`config.mk`:
```
export PLATFORM = sky130hd
export DESIGN_NAME = regfile_write_arbiter
export DESIGN_NICKNAME = d
export VERILOG_FILES = /design/src/rtl/regfile_write_arbiter.sv
export SDC_FILE = /design/constraint.sdc
export NUM_CORES = 1
export LEC_CHECK = 0
export ABC_AREA = 1
export BUFFER_PORTS_ARGS = -buffer_cell sky130_fd_sc_hd__buf_2
export CORE_ASPECT_RATIO = 0.75
export CORE_MARGIN = 1.5
export CORE_UTILIZATION = 49
export CTS_BUF_LIST = sky130_fd_sc_hd__clkbuf_8
export CTS_CLUSTER_DIAMETER = 150
export DETAILED_ROUTE_END_ITERATION = 10
export PLACE_DENSITY = 0.79
export SETUP_SLACK_MARGIN = 0.2
export SLEW_MARGIN = 20
export SYNTH_ARGS = -nofsm -noshare
export SYNTH_HDL_FRONTEND = slang
export SYNTH_SLANG_ARGS = --single-unit
```
`constraint.sdc`:
```
create_clock -name clk -period 1.7 [get_ports clk]
set_clock_uncertainty 0.05 [all_clocks]
set_input_delay 0.17 -clock clk [delete_from_list [all_inputs] [get_ports clk]]
set_output_delay 0.17 -clock clk [all_outputs]
set_load 0.02 [all_outputs]
```
`src/rtl/regfile_write_arbiter.sv`:
```
// Round-robin arbiter for the register-file write port, with a board-clear
// sequencer that sweeps INIT_VAL into every register, one address per cycle.
module regfile_write_arbiter #(
    parameter int unsigned   NREQ     = 3,
    parameter int unsigned   AW       = 4,
    parameter int unsigned   DW       = 8,
    parameter logic [DW-1:0] INIT_VAL = '0
) (
    input  logic             clk,
    input  logic             rst,
    input  logic [NREQ-1:0]    req,
    input  logic [NREQ*AW-1:0] req_dst,
    input  logic [NREQ*DW-1:0] req_data,
    output logic [NREQ-1:0]    gnt,
    input  logic             init_start,
    output logic             init_busy,
    output logic             init_done,
    output logic             rf_we,
    output logic [AW-1:0]    rf_dst,
    output logic [DW-1:0]    rf_data
);

    localparam int unsigned   LW        = (NREQ > 1) ? $clog2(NREQ) : 1;
    localparam logic [LW-1:0] LAST_RST  = LW'(NREQ - 1);
    localparam logic [AW-1:0] LAST_ADDR = '1;

    typedef enum logic {ARB, INIT} state_t;

    state_t          state_q, state_d;
    logic [LW-1:0]   last_q, last_d;
    logic [AW-1:0]   cnt_q, cnt_d;
    logic [NREQ-1:0] gnt_q, gnt_d;
    logic            we_q, we_d;
    logic [AW-1:0]   dst_q, dst_d;
    logic [DW-1:0]   data_q, data_d;
    logic            busy_q, busy_d;
    logic            done_q, done_d;

    logic [NREQ-1:0] eligible;
    logic            win_found;
    logic [LW-1:0]   win_idx;
    logic [NREQ-1:0] win_gnt;
    logic [AW-1:0]   win_dst;
    logic [DW-1:0]   win_data;
    logic            arb_en;

    // Round-robin pick: first eligible above last, else lowest eligible (wrap).
    always_comb begin
        eligible  = req & ~gnt_q;
        win_found = 1'b0;
        win_idx   = '0;
        win_gnt   = '0;
        win_dst   = '0;
        win_data  = '0;
        for (int unsigned i = 0; i < NREQ; i++) begin
            if (!win_found && eligible[i] && (LW'(i) > last_q)) begin
                win_found = 1'b1;
                win_idx   = LW'(i);
            end
        end
        for (int unsigned i = 0; i < NREQ; i++) begin
            if (!win_found && eligible[i]) begin
                win_found = 1'b1;
                win_idx   = LW'(i);
            end
        end
        for (int unsigned i = 0; i < NREQ; i++) begin
            if (win_found && (LW'(i) == win_idx)) begin
                win_gnt[i] = 1'b1;
                win_dst    = req_dst[i*AW +: AW];
                win_data   = req_data[i*DW +: DW];
            end
        end
    end

    // cnt_q tracks the sweep address currently presented on rf_dst.
    always_comb begin
        state_d = state_q;
        last_d  = last_q;
        cnt_d   = cnt_q;
        gnt_d   = '0;
        we_d    = 1'b0;
        dst_d   = dst_q;
        data_d  = data_q;
        busy_d  = busy_q;
        done_d  = 1'b0;
        arb_en  = 1'b0;
        case (state_q)
            ARB: begin
                if (init_start) begin
                    state_d = INIT;
                    cnt_d   = '0;
                    we_d    = 1'b1;
                    dst_d   = '0;
                    data_d  = INIT_VAL;
                    busy_d  = 1'b1;
                end else begin
                    arb_en = 1'b1;
                end
            end
            INIT: begin
                if (cnt_q == LAST_ADDR) begin
                    state_d = ARB;
                    busy_d  = 1'b0;
                    done_d  = 1'b1;
                    arb_en  = 1'b1;
                end else begin
                    cnt_d  = cnt_q + AW'(1);
                    we_d   = 1'b1;
                    dst_d  = cnt_q + AW'(1);
                    data_d = INIT_VAL;
                end
            end
            default: state_d = ARB;
        endcase
        if (arb_en && win_found) begin
            gnt_d  = win_gnt;
            we_d   = 1'b1;
            dst_d  = win_dst;
            data_d = win_data;
            last_d = win_idx;
        end
    end

    always_ff @(posedge clk or negedge rst) begin
        if (!rst) begin
            state_q <= ARB;
            last_q  <= LAST_RST;
            cnt_q   <= '0;
            gnt_q   <= '0;
            we_q    <= 1'b0;
            dst_q   <= '0;
            data_q  <= '0;
            busy_q  <= 1'b0;
            done_q  <= 1'b0;
        end else begin
            state_q <= state_d;
            last_q  <= last_d;
            cnt_q   <= cnt_d;
            gnt_q   <= gnt_d;
            we_q    <= we_d;
            dst_q   <= dst_d;
            data_q  <= data_d;
            busy_q  <= busy_d;
            done_q  <= done_d;
        end
    end

    assign gnt       = gnt_q;
    assign rf_we     = we_q;
    assign rf_dst    = dst_q;
    assign rf_data   = data_q;
    assign init_busy = busy_q;
    assign init_done = done_q;

endmodule

```
# Word-level counts from Yosys, hierarchy flattened
# Index checks and enable logic that the tools add are counted.
[totals] elab_cells=85 inputBits=42 output_inout_bits=18 register_bits=25
[classes] n_lt_le_gt_ge=3 n_eq_ne=8 reduce_logical=21 addsub=1 mux=40 bitwise=3
[ops] operator="8-bit 2-to-1 mux" n=6
[ops] operator="4-bit 2-to-1 mux" n=6
[ops] operator="1-bit 2-to-1 mux" n=18
[ops] operator="8-bit case mux with 2 select lines" n=1
[ops] operator="1-bit logical AND" n=12
[ops] operator="2-bit 2-to-1 mux" n=4
[ops] operator="4-bit case mux with 2 select lines" n=1
[ops] operator="1-bit case mux with 2 select lines" n=3
[ops] operator="2-bit AND reduction" n=3
[ops] operator="1-bit logical NOT" n=5
[ops] operator="4-bit by 1-bit adder with 4-bit output (second input constant)" n=1
[ops] operator="4-bit == test (second input constant)" n=1
[ops] operator="1-bit by 2-bit > comparator with 1-bit output (first input constant)" n=2
[ops] operator="2-bit inequality test (second input constant)" n=2
[ops] operator="3-bit AND" n=1
[ops] operator="3-bit 2-to-1 mux" n=1
[ops] operator="3-bit by 2-bit inequality test with 1-bit output (second input constant)" n=1
[ops] operator="3-bit inequality test (second input constant)" n=1
[ops] operator="3-bit NOT" n=1
[ops] operator="1-bit by 2-bit == test with 1-bit output (first input constant)" n=1
[ops] operator="2-bit == test (first input constant)" n=1
[ops] operator="2-bit > comparator (first input constant)" n=1
[ops] operator="2-bit logical NOT" n=1
[ops] operator="2-bit by 1-bit inequality test with 1-bit output (second input constant)" n=1
[ops] operator="1-bit NOT" n=1

# Depth between registers and ports, before layout
[logic_depth] ltp_word=27 depth_mapped=10 ltp_nobuf=10

# Worst setup path before layout
# Ideal clock, no wire load.
[synth_path] path_kind="register -> register" start="register gnt_q[0] (netlist: gnt[0])" end="register dst_q[1] (netlist: rf_dst[1])" path_buffers=0 period_less_slack_ps=1421 setup_time_ps=120 setup_slack_ps=279 arrival_ps=1252 path_stages_with_launch=10 t_required_ps=1530 path_cell_list="dfrtp_1 > inv_1 > nand2_1 > clkinv_1 > nand3_2 > nor2_1 > nor2_1 > nand2_1 > nand2_1 > a21oi_2"
[synth_via] elab_chain_len=27 elab_cells_between_ends=40 cone_classes="4 x eq/ne; 15 x mux; 2 x bitwise; 19 x reduce/logical"
[synth_rtl] element="from (decl)" line_no="32" source="logic [NREQ-1:0] gnt_q, gnt_d;"
[synth_rtl] element="from (signal assigned)" line_no="140" source="gnt_q <= gnt_d;"
[synth_rtl] element="3-bit NOT *" line_no="49" source="eligible = req & ~gnt_q;"
[synth_rtl] element="3-bit AND *" line_no="49"
[synth_rtl] element="1-bit logical AND" line_no="56" source="if (!win_found && eligible[i] && (LW'(i) > last_q)) begin"
[synth_rtl] element="1-bit 2-to-1 mux" line_no="56"
[synth_rtl] element="1-bit logical NOT" line_no="56"
[synth_rtl] element="1-bit logical AND (2 in series)" line_no="56"
[synth_rtl] element="1-bit 2-to-1 mux" line_no="56"
[synth_rtl] element="1-bit logical NOT" line_no="56"
[synth_rtl] element="[8 not listed]"
[synth_rtl] element="1-bit 2-to-1 mux" line_no="62" source="if (!win_found && eligible[i]) begin"
[synth_rtl] element="1-bit logical NOT" line_no="62"
[synth_rtl] element="1-bit logical AND" line_no="62"
[synth_rtl] element="2-bit 2-to-1 mux" line_no="62"
[synth_rtl] element="2-bit logical NOT" line_no="68" source="if (win_found && (LW'(i) == win_idx)) begin"
[synth_rtl] element="1-bit logical AND" line_no="68"
[synth_rtl] element="4-bit 2-to-1 mux (3 in series)" line_no="68"
[synth_rtl] element="4-bit 2-to-1 mux" line_no="116" source="if (arb_en && win_found) begin"
[synth_rtl] element="to (signal assigned)" line_no="142" source="dst_q <= dst_d;"
[synth_rtl] element="to (decl)" line_no="34" source="logic [AW-1:0] dst_q, dst_d;"
# Mark *: on every way between the ends. The rest lies on a longest branch, timed or not.
# A chain may end at the register's enable or synchronous reset.

# Final worst setup path
[layout_path] start="register last_q[1]" end="register data_q[0] (netlist: rf_data[0])"
[layout_via] elab_chain_len=26 elab_cells_between_ends=41 cone_classes="3 x order compare; 4 x eq/ne; 15 x mux; 19 x reduce/logical"
[layout_rtl] element="from (decl)" line_no="30" source="logic [LW-1:0] last_q, last_d;"
[layout_rtl] element="from (signal assigned)" line_no="138" source="last_q <= last_d;"
[layout_rtl] element="1-bit by 2-bit > comparator with 1-bit output" line_no="56"
[layout_rtl] element="1-bit logical AND" line_no="56"
[layout_rtl] element="1-bit 2-to-1 mux" line_no="56"
[layout_rtl] element="1-bit logical NOT" line_no="56"
[layout_rtl] element="1-bit logical AND (2 in series)" line_no="56"
[layout_rtl] element="1-bit 2-to-1 mux" line_no="56"
[layout_rtl] element="1-bit logical NOT" line_no="56"
[layout_rtl] element="1-bit logical AND (2 in series)" line_no="56"
[layout_rtl] element="[6 not listed]"
[layout_rtl] element="1-bit 2-to-1 mux" line_no="62"
[layout_rtl] element="1-bit logical NOT" line_no="62"
[layout_rtl] element="1-bit logical AND" line_no="62"
[layout_rtl] element="2-bit 2-to-1 mux" line_no="62"
[layout_rtl] element="2-bit logical NOT" line_no="68"
[layout_rtl] element="1-bit logical AND" line_no="68"
[layout_rtl] element="8-bit 2-to-1 mux (3 in series)" line_no="68"
[layout_rtl] element="8-bit 2-to-1 mux" line_no="116"
[layout_rtl] element="to (signal assigned)" line_no="143" source="data_q <= data_d;"
[layout_rtl] element="to (decl)" line_no="35" source="logic [DW-1:0] data_q, data_d;"
# Several ways; a longest one is shown, not always the timed one.

==> impl_metrics.env <==
export IMPL_tightest_slew_ns=0.5595
export IMPL_fill_cells=216
export IMPL_area_delta_synth_final_pct=38.02
export IMPL_insertion_delay_ns=0.28
export IMPL_synthCells=185
export IMPL_post_synth_top_area_fraction_pct=42.14
export IMPL_drv_cap=0
export IMPL_m1WireLength_mm=1.723
export IMPL_drv_slew=0
export IMPL_cp_start_kind="flop"
export IMPL_port_buffer_count=59
export IMPL_postSynthAreaPerCell_um2=7.703
export IMPL_setup_violations=0
export IMPL_relSlewSlack_pct=62.70
export IMPL_synth_area_leaders="dfrtp_1, nand2_1, inv_1"
export IMPL_synth_main_ff_cell="dfrtp_1"
export IMPL_drc=0
export IMPL_hold_class="input pin to flop"
export IMPL_core_area_um2=2683
export IMPL_critical_path_max_stage_delay_ns=0.58
export IMPL_die_width_um=65.27
export IMPL_p_leak_nw=1.089
export IMPL_grt_max_degree=26
export IMPL_yosys_area_top_type="dfrtp_1"
export IMPL_critical_path_arrival_ns=1.74
export IMPL_crit_chain="inv_4, nand3_4, nand4_1, nand2_2, buf_6, nand2_1, nand3_1, nand2_1, nand2_1"
export IMPL_cts_tree="done"
export IMPL_path_max_fanout=8
export IMPL_grt_ovfl_total=0
export IMPL_ys_seq_elements=25
export IMPL_cts_htree_levels=1
export IMPL_layout_cells_non_filler=295
export IMPL_peakVddDrop_v=0.0006990
export IMPL_gp_congestion=0.8115
export IMPL_root_buffer="clkbuf_8"
export IMPL_ys_seq_area_share_pct=43.99
export IMPL_cts_clk_slew_worst_paths_ns=0.09
export IMPL_finalHoldViolations=0
export IMPL_crit_top_cell="nand2_1"
export IMPL_switching_share_pct=45.41
export IMPL_start_util_pct=53.13
export IMPL_rsz0062_at_grt="yes"
export IMPL_grt_pass1_wl_mm=5.768
export IMPL_drt_iter0_drc=68
export IMPL_io_pins=60
export IMPL_max_clock_path_buffers=2
export IMPL_crit_required_ns=1.88
export IMPL_period_share_pct=91.67
export IMPL_rows=16
export IMPL_ant_nets=0
export IMPL_cts_made_buffers=3
export IMPL_cts_sinks=25
export IMPL_place_inst=280
export IMPL_drt_total_wl_mm=3.713
export IMPL_layout_drive_gt1_share_pct=42.47
export IMPL_p_comb_share_pct=55.7
export IMPL_yosysWarnings=0
export IMPL_power_density_nw_per_um2=1520
export IMPL_final_nets=303
export IMPL_antenna_found_initial=0
export IMPL_seqPwrFrac_pct=31.8
export IMPL_wl_met2_mm=1.651
export IMPL_first_global_vias=1339
export IMPL_ys_types=28
export IMPL_synth_edff_count=0
export IMPL_vias=1474
export IMPL_dieHeight_um=49.71
export IMPL_wl_per_cell_um=12.59
export IMPL_routed_via_density=4.997
export IMPL_die_area_um2=3244
export IMPL_crit_family="simple AND/OR/NAND/NOR gates"
export IMPL_grtUsageTotal_pct=22.99
export IMPL_dp_hpwl_mm=2.516
export IMPL_synth_commonest_cells="nand2_1, dfrtp_1, inv_1"
export IMPL_highest_layer="met4"
export IMPL_antenna_cells=0
export IMPL_pwr_share_clk_pct=12.5
export IMPL_setup_tns_ns=0
export IMPL_cpMaxStageDelayCell="dfstp_2"
export IMPL_mappedNetlistArea_um2=1425
export IMPL_fin_crit_ns=1.558
export IMPL_criticalPathCategory="flop to flop"
export IMPL_wl_met3_um=288
export IMPL_syn_num_nets=228
export IMPL_power_switching_mw=1.358
export IMPL_internal_power_mw=1.632
export IMPL_async_reset_ff_share_pct=100.0
export IMPL_status="completed"
export IMPL_yosysMostFrequentCell="nand2_1"
export IMPL_fmax_ghz=0.6417
export IMPL_end_kind="flop"
export IMPL_critical_path_buf_inv_count=2
export IMPL_firstDrtPassIters=4
export IMPL_fin_util_pct=73.32
[final cells by class]
class	instances	area (um^2)	share of cell area [%]
inverters	22	90.09	4.580
multi-input cells	133	729.5	37.09
well taps	36	45.04	2.290
clock buffers	3	41.29	2.099
clock inverters	1	8.758	0.4453
repair buffers	74	417.9	21.25
flip-flops and latches	25	626.9	31.87
repair inverters	1	7.507	0.3817
[path summary, 6_finish.rpt]
check                      slack [ns]                     end  cells after the start                   start
min                              0.13  rf_data[4]$_DFFE_PN0P_                      5            req_data[12]
max reg2reg                      0.14  rf_data[0]$_DFFE_PN0P_                      9   last_q[1]$_DFFE_PN1P_
min reg2reg                      0.43  rf_data[3]$_DFFE_PN0P_                      2  rf_data[3]$_DFFE_PN0P_
max in group asynchronous        0.87   rf_dst[3]$_DFFE_PN0P_                      2                     rst
max                              0.14  rf_data[0]$_DFFE_PN0P_                      9   last_q[1]$_DFFE_PN1P_
min in group asynchronous        0.36  rf_data[3]$_DFFE_PN0P_                      2                     rst
[through the flow]
stage / instance area, um^2 / setup WS (ns) / hold WS, ns / power [mW]
after floorplan: 1425 / 0.2787 / -0.1756 / 1.999
after global routing: 1967 / 0.04481 / 0.1396 / 3.239
after CTS: 1871 / 0.1730 / 0.1177 / 2.815
final: 1967 / 0.1416 / 0.1316 / 2.990
after detailed placement: 1750 / 0.09105 / 0.1554 / 2.330
after global placement: 1750 / 0.1349 / 0.1394 / 2.314
[tightest hold or removal path: cells and delay by family]
family,cells,cell delay (ns)
buf+inv,1,0.07
simple gates,4,0.18
[placed cells by master (no fill, tap or decap), drive strengths merged]
cell type,instances
xor2,1
ha,1
nand3,13
inv,22
clkbuf,3
dlygate4sd3,1
buf,73
a21oi,7
nand2,68
o21ai,6
o22ai,1
clkinv,1
nor2,20
nand4,11
nor3,1
dfstp,1
o21a,1
dfrtp,24
o21bai,2
or2,1
clkinvlp,1
[power by group through the flow]
stage          registers (mW)  logic [mW]  clock network [mW]
2_1_floorplan            1.07       0.927                   0
3_3_place_gp            0.941        1.37                   0
3_5_place_dp            0.945        1.38                   0
4_1_cts                 0.928        1.50               0.387
5_1_grt                 0.975        1.86               0.409
6_report                0.950        1.67               0.374
[timing repair]
action / in CTS / in global routing
buffers inserted: 2 / 6
endpoints found under the setup margin: 14 / 17
resized for setup: 10 / 13
hold buffers: 1 / 0
pin swaps: 3 / 7
endpoints found under the hold margin: 24 / 0
gates cloned: 1 / 1
[sequential cells by signal (all words and copies together) (netlist names)]
name	flops
cnt_q	4
gnt	3
init_busy	1
init_done	1
last_q	2
rf_data	8
rf_dst	4
rf_we	1
state_q	1
[per-layer routing]
metal / global-route usage, % / vias up
li1: - / 735
met1: 31.48 / 666
met2: 37.41 / 67
met3: 5.708 / 6
met4: 4.167 / 0
met5: 0 / -
[kinds of logic after synthesis]
kind of cell             after synthesis  synth area share, %
AO/OA/AOI/OAI                         17                7.375
XOR/XNOR                               1               0.6147
adder cells (fa/ha/maj)                1               0.8778
buffers and inverters                 28                10.01
flip-flops                            25                43.99
AND/OR/NAND/NOR                      113                37.14
(Power assumes the default switching activity.)
